$ cat config.mk
export PLATFORM = sky130hd
export DESIGN_NAME = hilo_muldiv_ctrl
export DESIGN_NICKNAME = d
export VERILOG_FILES = /design/src/rtl/hilo_muldiv_ctrl_pkg.sv /design/src/rtl/hilo_muldiv_ctrl_div_core.sv /design/src/rtl/hilo_muldiv_ctrl.sv
export SDC_FILE = /design/constraint.sdc
export NUM_CORES = 2
export LEC_CHECK = 0
export ABC_AREA = 1
export CAP_MARGIN = 20
export CORE_UTILIZATION = 53
export CTS_CLUSTER_SIZE = 20
export DETAILED_ROUTE_END_ITERATION = 10
export GPL_TIMING_DRIVEN = 0
export PLACE_DENSITY = 0.73
export RECOVER_POWER = 50
export SYNTH_ARGS = -nofsm -noshare
export SYNTH_HDL_FRONTEND = slang
export SYNTH_SLANG_ARGS = --single-unit
$ cat constraint.sdc
create_clock -name clk -period 14.8 [get_ports clk]
set_input_delay 2.96 -clock clk [delete_from_list [all_inputs] [get_ports clk]]
set_output_delay 2.96 -clock clk [all_outputs]
set_load 0.03 [all_outputs]
$ cat src/rtl/hilo_muldiv_ctrl_pkg.sv
// Shared opcode and state encodings for the HI/LO multiply/divide controller.
package hilo_muldiv_ctrl_pkg;

  localparam int OP_W   = 3;
  localparam int ITER_W = 5;

  typedef enum logic [OP_W-1:0] {
    MD_NONE  = 3'd0,
    MD_MULT  = 3'd1,
    MD_MULTU = 3'd2,
    MD_DIV   = 3'd3,
    MD_DIVU  = 3'd4,
    MD_MTHI  = 3'd5,
    MD_MTLO  = 3'd6
  } md_op_e;

  typedef enum logic [2:0] {
    S_IDLE = 3'd0,
    S_MUL  = 3'd1,
    S_DIV  = 3'd2,
    S_FIX  = 3'd3,
    S_DONE = 3'd4
  } md_state_e;

  // Opcodes that write HI/LO (1..6); 0 and 7 are no-ops.
  function automatic logic op_is_valid(input logic [OP_W-1:0] op);
    return (op >= 3'd1) && (op <= 3'd6);
  endfunction

  // Multiply/divide opcodes (1..4) hold the pipeline while they run.
  function automatic logic op_is_long(input logic [OP_W-1:0] op);
    return (op >= 3'd1) && (op <= 3'd4);
  endfunction

endpackage

$ cat src/rtl/hilo_muldiv_ctrl_div_core.sv
// Iterative unsigned restoring divider: one quotient bit per cycle, DATA_W steps.
module hilo_muldiv_ctrl_div_core #(
  parameter int DATA_W = 32
) (
  input  logic              clk,
  input  logic              rst,
  input  logic              start,
  input  logic              abort,
  input  logic [DATA_W-1:0] dividend,
  input  logic [DATA_W-1:0] divisor,
  output logic              busy,
  output logic              done,
  output logic [DATA_W-1:0] quotient,
  output logic [DATA_W-1:0] remainder
);

  localparam int CNT_W = $clog2(DATA_W);
  localparam logic [CNT_W-1:0] CNT_LAST = CNT_W'(DATA_W - 1);

  logic              r_busy;
  logic              r_done;
  logic [CNT_W-1:0]  r_cnt;
  logic [DATA_W-1:0] r_quo;
  logic [DATA_W-1:0] r_rem;
  logic [DATA_W-1:0] r_dsr;

  logic [DATA_W:0]   w_shift;
  logic [DATA_W:0]   w_diff;
  logic              w_ge;

  // Partial remainder shifted left with the next dividend bit, then trial-subtracted.
  assign w_shift = {r_rem, r_quo[DATA_W-1]};
  assign w_diff  = w_shift - {1'b0, r_dsr};
  assign w_ge    = ~w_diff[DATA_W];

  // Load on start, step while busy, pulse done after the last step; abort drops everything.
  always_ff @(posedge clk or negedge rst) begin
    if (!rst) begin
      r_busy <= 1'b0;
      r_done <= 1'b0;
      r_cnt  <= '0;
      r_quo  <= '0;
      r_rem  <= '0;
      r_dsr  <= '0;
    end else begin
      r_done <= 1'b0;
      if (abort) begin
        r_busy <= 1'b0;
        r_cnt  <= '0;
      end else if (start) begin
        r_busy <= 1'b1;
        r_cnt  <= '0;
        r_quo  <= dividend;
        r_rem  <= '0;
        r_dsr  <= divisor;
      end else if (r_busy) begin
        r_rem <= w_ge ? w_diff[DATA_W-1:0] : w_shift[DATA_W-1:0];
        r_quo <= {r_quo[DATA_W-2:0], w_ge};
        r_cnt <= r_cnt + CNT_W'(1);
        if (r_cnt == CNT_LAST) begin
          r_busy <= 1'b0;
          r_done <= 1'b1;
        end
      end
    end
  end

  assign busy      = r_busy;
  assign done      = r_done;
  assign quotient  = r_quo;
  assign remainder = r_rem;

endmodule

$ cat src/rtl/hilo_muldiv_ctrl.sv
// EX-stage sequencer for all HI/LO writes: multiply, divide and the two moves.
// Issues exactly one write per completed operation; flush or reset discard it.
module hilo_muldiv_ctrl
  import hilo_muldiv_ctrl_pkg::*;
#(
  parameter int DATA_W = 32
) (
  input  logic              clk,
  input  logic              rst,
  input  logic              start,
  input  logic [2:0]        op,
  input  logic [DATA_W-1:0] operand_a,
  input  logic [DATA_W-1:0] operand_b,
  input  logic [DATA_W-1:0] hi_cur,
  input  logic [DATA_W-1:0] lo_cur,
  input  logic              flush,
  output logic              stall,
  output logic              hilo_we,
  output logic [DATA_W-1:0] hilo_hi,
  output logic [DATA_W-1:0] hilo_lo
);

  localparam logic [ITER_W-1:0] ITER_LAST = ITER_W'(DATA_W - 1);

  md_state_e           r_state;
  logic [ITER_W-1:0]   r_iter;
  logic [DATA_W-1:0]   r_a;
  logic [DATA_W-1:0]   r_b;
  logic                r_signed;
  logic                r_neg_q;
  logic                r_neg_r;
  logic [DATA_W-1:0]   r_hi;
  logic [DATA_W-1:0]   r_lo;

  logic                w_accept;
  logic                w_div_signed;
  logic                w_div_start;
  logic [DATA_W-1:0]   w_abs_a;
  logic [DATA_W-1:0]   w_abs_b;
  logic [2*DATA_W-1:0] w_ext_a;
  logic [2*DATA_W-1:0] w_ext_b;
  logic [2*DATA_W-1:0] w_prod;
  logic                w_div_busy;
  logic                w_div_done;
  logic [DATA_W-1:0]   w_div_q;
  logic [DATA_W-1:0]   w_div_r;
  logic [DATA_W-1:0]   w_q_fix;
  logic [DATA_W-1:0]   w_r_fix;

  assign w_accept     = (r_state == S_IDLE) && start && !flush && op_is_valid(op);
  assign w_div_signed = (op == MD_DIV);
  assign w_div_start  = w_accept && ((op == MD_DIV) || (op == MD_DIVU)) && (operand_b != '0);

  // The core divides magnitudes; the signs are reapplied in FIX.
  // Negating 0x8000_0000 gives itself, which is the correct magnitude unsigned.
  assign w_abs_a = (w_div_signed && operand_a[DATA_W-1]) ? -operand_a : operand_a;
  assign w_abs_b = (w_div_signed && operand_b[DATA_W-1]) ? -operand_b : operand_b;

  // Sign-extend for MULT, zero-extend for MULTU; the low 2*DATA_W bits are the product.
  assign w_ext_a = {{DATA_W{r_signed & r_a[DATA_W-1]}}, r_a};
  assign w_ext_b = {{DATA_W{r_signed & r_b[DATA_W-1]}}, r_b};
  assign w_prod  = w_ext_a * w_ext_b;

  assign w_q_fix = r_neg_q ? -w_div_q : w_div_q;
  assign w_r_fix = r_neg_r ? -w_div_r : w_div_r;

  hilo_muldiv_ctrl_div_core #(
    .DATA_W (DATA_W)
  ) u_div_core (
    .clk       (clk),
    .rst       (rst),
    .start     (w_div_start),
    .abort     (flush),
    .dividend  (w_abs_a),
    .divisor   (w_abs_b),
    .busy      (w_div_busy),
    .done      (w_div_done),
    .quotient  (w_div_q),
    .remainder (w_div_r)
  );

  // Controller FSM: accept in IDLE, run MUL/DIV/FIX, hold the result through DONE.
  always_ff @(posedge clk or negedge rst) begin
    if (!rst) begin
      r_state  <= S_IDLE;
      r_iter   <= '0;
      r_a      <= '0;
      r_b      <= '0;
      r_signed <= 1'b0;
      r_neg_q  <= 1'b0;
      r_neg_r  <= 1'b0;
      r_hi     <= '0;
      r_lo     <= '0;
    end else begin
      case (r_state)
        S_IDLE: begin
          if (w_accept) begin
            r_iter <= '0;
            case (op)
              MD_MULT, MD_MULTU: begin
                r_a      <= operand_a;
                r_b      <= operand_b;
                r_signed <= (op == MD_MULT);
                r_state  <= S_MUL;
              end
              MD_DIV, MD_DIVU: begin
                if (operand_b == '0) begin
                  r_hi    <= operand_a;
                  r_lo    <= '1;
                  r_state <= S_DONE;
                end else begin
                  r_neg_q <= w_div_signed && (operand_a[DATA_W-1] ^ operand_b[DATA_W-1]);
                  r_neg_r <= w_div_signed && operand_a[DATA_W-1];
                  r_state <= S_DIV;
                end
              end
              MD_MTHI: begin
                r_hi    <= operand_a;
                r_lo    <= lo_cur;
                r_state <= S_DONE;
              end
              MD_MTLO: begin
                r_hi    <= hi_cur;
                r_lo    <= operand_a;
                r_state <= S_DONE;
              end
              default: r_state <= S_IDLE;
            endcase
          end
        end
        S_MUL: begin
          if (flush) begin
            r_state <= S_IDLE;
          end else begin
            {r_hi, r_lo} <= w_prod;
            r_state      <= S_DONE;
          end
        end
        S_DIV: begin
          if (flush) begin
            r_state <= S_IDLE;
          end else begin
            r_iter <= r_iter + ITER_W'(1);
            if (r_iter == ITER_LAST) begin
              r_state <= S_FIX;
            end
          end
        end
        S_FIX: begin
          if (flush) begin
            r_state <= S_IDLE;
          end else if (w_div_done) begin
            r_hi    <= w_r_fix;
            r_lo    <= w_q_fix;
            r_state <= S_DONE;
          end
        end
        S_DONE: r_state <= S_IDLE;
        default: r_state <= S_IDLE;
      endcase
    end
  end

  // Stall covers the accept cycle of a long op and every busy cycle; DONE never stalls
  // so the issuing instruction retires in the same cycle HILO is written.
  always_comb begin
    stall = (r_state == S_MUL) || (r_state == S_DIV) || (r_state == S_FIX) || w_div_busy ||
            ((r_state == S_IDLE) && start && op_is_long(op) && !flush);
  end

  assign hilo_we = (r_state == S_DONE) && !flush;
  assign hilo_hi = r_hi;
  assign hilo_lo = r_lo;

endmodule
==> metrics.txt <==
status=finished with violations; violated checks=max-capacitance violations, max-slew violations; Initial Util=between 50% and 60%; RSZ-0062 raised after global routing=false; startpoint types=flip-flop; initial antenna violation count=7; count leader, synth=nand2_1; YS warnings=0; full die area=about 0.11 mm2; Pre-antenna DRT Iters=8; clk_lat worst skew=610 ps; Buf+Inv Stages, Crit Path=7; vias in the first global route=54000; core area=0.106 mm2; final cycle utilization of the critical path=between 60% and 70%; CP Class=flip-flop to flip-flop; Layout area overhead=8.30%; Max-Cap Viols=2; CP arrival=between 10000 and 15000 ps; EDFF count, synth=0; DR DRC count=0; fill count=approximately 10000; overall routing resource usage=between 40% and 50%; Port-buffer cells=200; Post-Syn Instances=between 7000 and 8000; post-synth top area share=approximately two fifths; relative slew slack=-216%; Post-CTS Setup Bufs=0; synthesized area=roughly 0.057 mm2; Hold Buf Count CTS=0; synth top area cells=fa_1, nand2_1, inv_1; Worst Path Max Fanout=10; layout cells sized above 1=under 10%; Final Hold Viols=0; largest buffer count on any clock path=3; Post-synth top flop=dfrtp_1; CP max stage delay=about 1000 ps; via count=52900; CP Capture Type=flip-flop; drt initial violations=between 5000 and 6000; syn avg cell area=around 7.4 um2; Avg Vias per Cell=between 5 and 6; f_max=about 100 MHz; Detailed Place HPWL=200000 um; critical path's slowest cell=fa_1; post-layout util=~58%; Tightest Hold Check Type=flip-flop to flip-flop; setup violators final=0; Unique masters post-synth=51; top post-synthesis cells by count=nand2_1, inv_1, fa_1, nor2_1, o21ai_0; nets@finish=about 9400; CTS root buf=clkbuf_16; CTS sink cnt=~240; Post-Syn Nets=9166; post-synth top area cell=fa_1; Slew Viols, Final=roughly 130; CP top delay family=adder cells; Die W=roughly 330 um; first-pass GRT wire length=344000 um; Max Clock Skew=about 51 ps; min cycle time layout=about 10000 ps; CTS buffer count=26; cts repair resizes=0; flops & latches, synth=approximately 240; Overflow after GRT=0; actual slew at the worst max-slew pin=roughly 4700 ps; GPL Wtd Cong=roughly 1.1; Most common cell on crit path=fa_1; Worst-path clk slew=about 70 ps; post-synthesis async set-or-reset flop share=100%; Die Y-Extent=~330 um; H-Tree Depth=1; largest net degree at the start of global routing=approximately 120; CTS tree=yes; Required @ worst endpoint=around 15000 ps; Routed Antenna Nets=0; Cell Rows=~120; routed wire length=between 200000 and 250000 um; Top Ports=about 200; register area share after synthesis=a little over a tenth; drt wl/cell=25.1 um
[sequential cells by signal, summed over array words and instances, names as in the netlist]
signal                cells
hilo_hi                  32
u_div_core.r_cnt          5
r_a                      32
u_div_core.remainder     32
r_neg_r                   1
r_state                   3
hilo_lo                  32
u_div_core.r_dsr         32
r_signed                  1
u_div_core.busy           1
r_neg_q                   1
u_div_core.quotient      32
u_div_core.done           1
r_iter                    5
r_b                      32
[path summary, 6_finish.rpt]
kind / slack [ps] / endpoint / cells after the start / start
worst min-delay path: 480 / r_state[0]$_DFFE_PN0P_ / 1 / u_div_core.done$_DFF_PN0_
worst max-delay path: 4910 / hilo_hi[25]$_DFFE_PN0P_ / 27 / r_a[31]$_DFFE_PN0P_
max in group asynchronous: 5840 / u_div_core.remainder[25]$_DFFE_PN0P_ / 2 / rst
worst max register to register: 4910 / hilo_hi[25]$_DFFE_PN0P_ / 27 / r_a[31]$_DFFE_PN0P_
worst min register to register: 480 / r_state[0]$_DFFE_PN0P_ / 1 / u_div_core.done$_DFF_PN0_
min in group asynchronous: 3290 / r_iter[1]$_DFFE_PN0P_ / 1 / rst
[cell type report]
type | instances | area, um2 | share of cell area (%)
sequential | 242 | 6060 | 9.83
timing repair buffer | 204 | 2060 | 3.34
buffer | 371 | 1460 | 2.37
clock inverter | 15 | 179 | 0.290
multi-input combinational | 5096 | 42100 | 68.3
antenna | 5 | 12.5 | 0.0203
inverter | 1944 | 7300 | 11.8
clock buffer | 33 | 738 | 1.20
tap | 1391 | 1740 | 2.82
[per-stage QoR]
stage | instances | instance area (um2) | hold WS, ps | setup slack (ps) | TNS (ps)
final | 9301 | 61600 | 480 | 4910 | 0
after CTS | 9294 | 61600 | 480 | 5100 | 0
after detailed placement | 9246 | 60700 | 464 | 5150 | 0
after global routing | 9296 | 61600 | 498 | 4600 | 0
after global placement | 9244 | 60600 | 466 | -168 | -23110
after floorplan | 7653 | 56900 | 447 | 7500 | 0
[layout by cell type (no fill, tap or decap), types with 5 or more instances in the layout]
cell / count
xor2_1: 61
buf_2: 28
nor4_1: 7
nand2_1: 1962
buf_4: 5
buf_1: 11
a31oi_1: 12
a21boi_0: 5
dlygate4sd3_1: 32
or2_2: 35
dfrtp_1: 242
nor3_1: 55
o21a_1: 17
clkdlybuf4s50_1: 167
clkbuf_1: 329
diode_2: 5
nand4_1: 64
a21oi_1: 230
o21ai_1: 6
o31ai_1: 8
nor2_1: 454
xnor2_1: 23
o211ai_1: 17
clkbuf_16: 27
nand3_1: 286
o21ai_0: 375
a21o_1: 5
inv_1: 1939
o22ai_1: 37
o21bai_1: 18
ha_1: 252
fa_1: 1125
nand3b_1: 10
[logic make-up after synthesis]
family                     after synthesis  share of synthesized area, %
and+or+nand+nor                       2890                          20.5
buffers and inverters                 2315                          15.4
adders and majority gates             1378                          45.2
AOI/OAI and AO/OA                      744                          7.06
DFF                                    242                          10.6
xor gates and xnor gates                84                          1.29
[worst register-to-register path, stage by stage (launching register included)]
cell	delay [ps]
dfrtp_1	330
clkbuf_1	500
clkbuf_1	710
nand2_1	230
nor2_1	350
fa_1	540
fa_1	630
fa_2	530
fa_1	1020
inv_1	430
fa_1	600
inv_1	50
fa_1	520
inv_1	50
fa_1	450
fa_1	670
inv_1	90
ha_1	500
nand2_1	150
nor2_1	150
inv_1	80
nor2_1	150
nand2_1	160
nor3_1	170
nand2_1	150
nand4_1	120
nand3_1	230
a21oi_1	230
[routing by layer]
metal	global-route usage, %	part of all wire [%]
met1	54.0	36
met2	67.9	44
met3	11.4	11
met4	29.5	8.1
met5	0	0.014
Power is not shown: default switching activity piles up to over one toggle a cycle in this logic, so the estimate is an artifact.
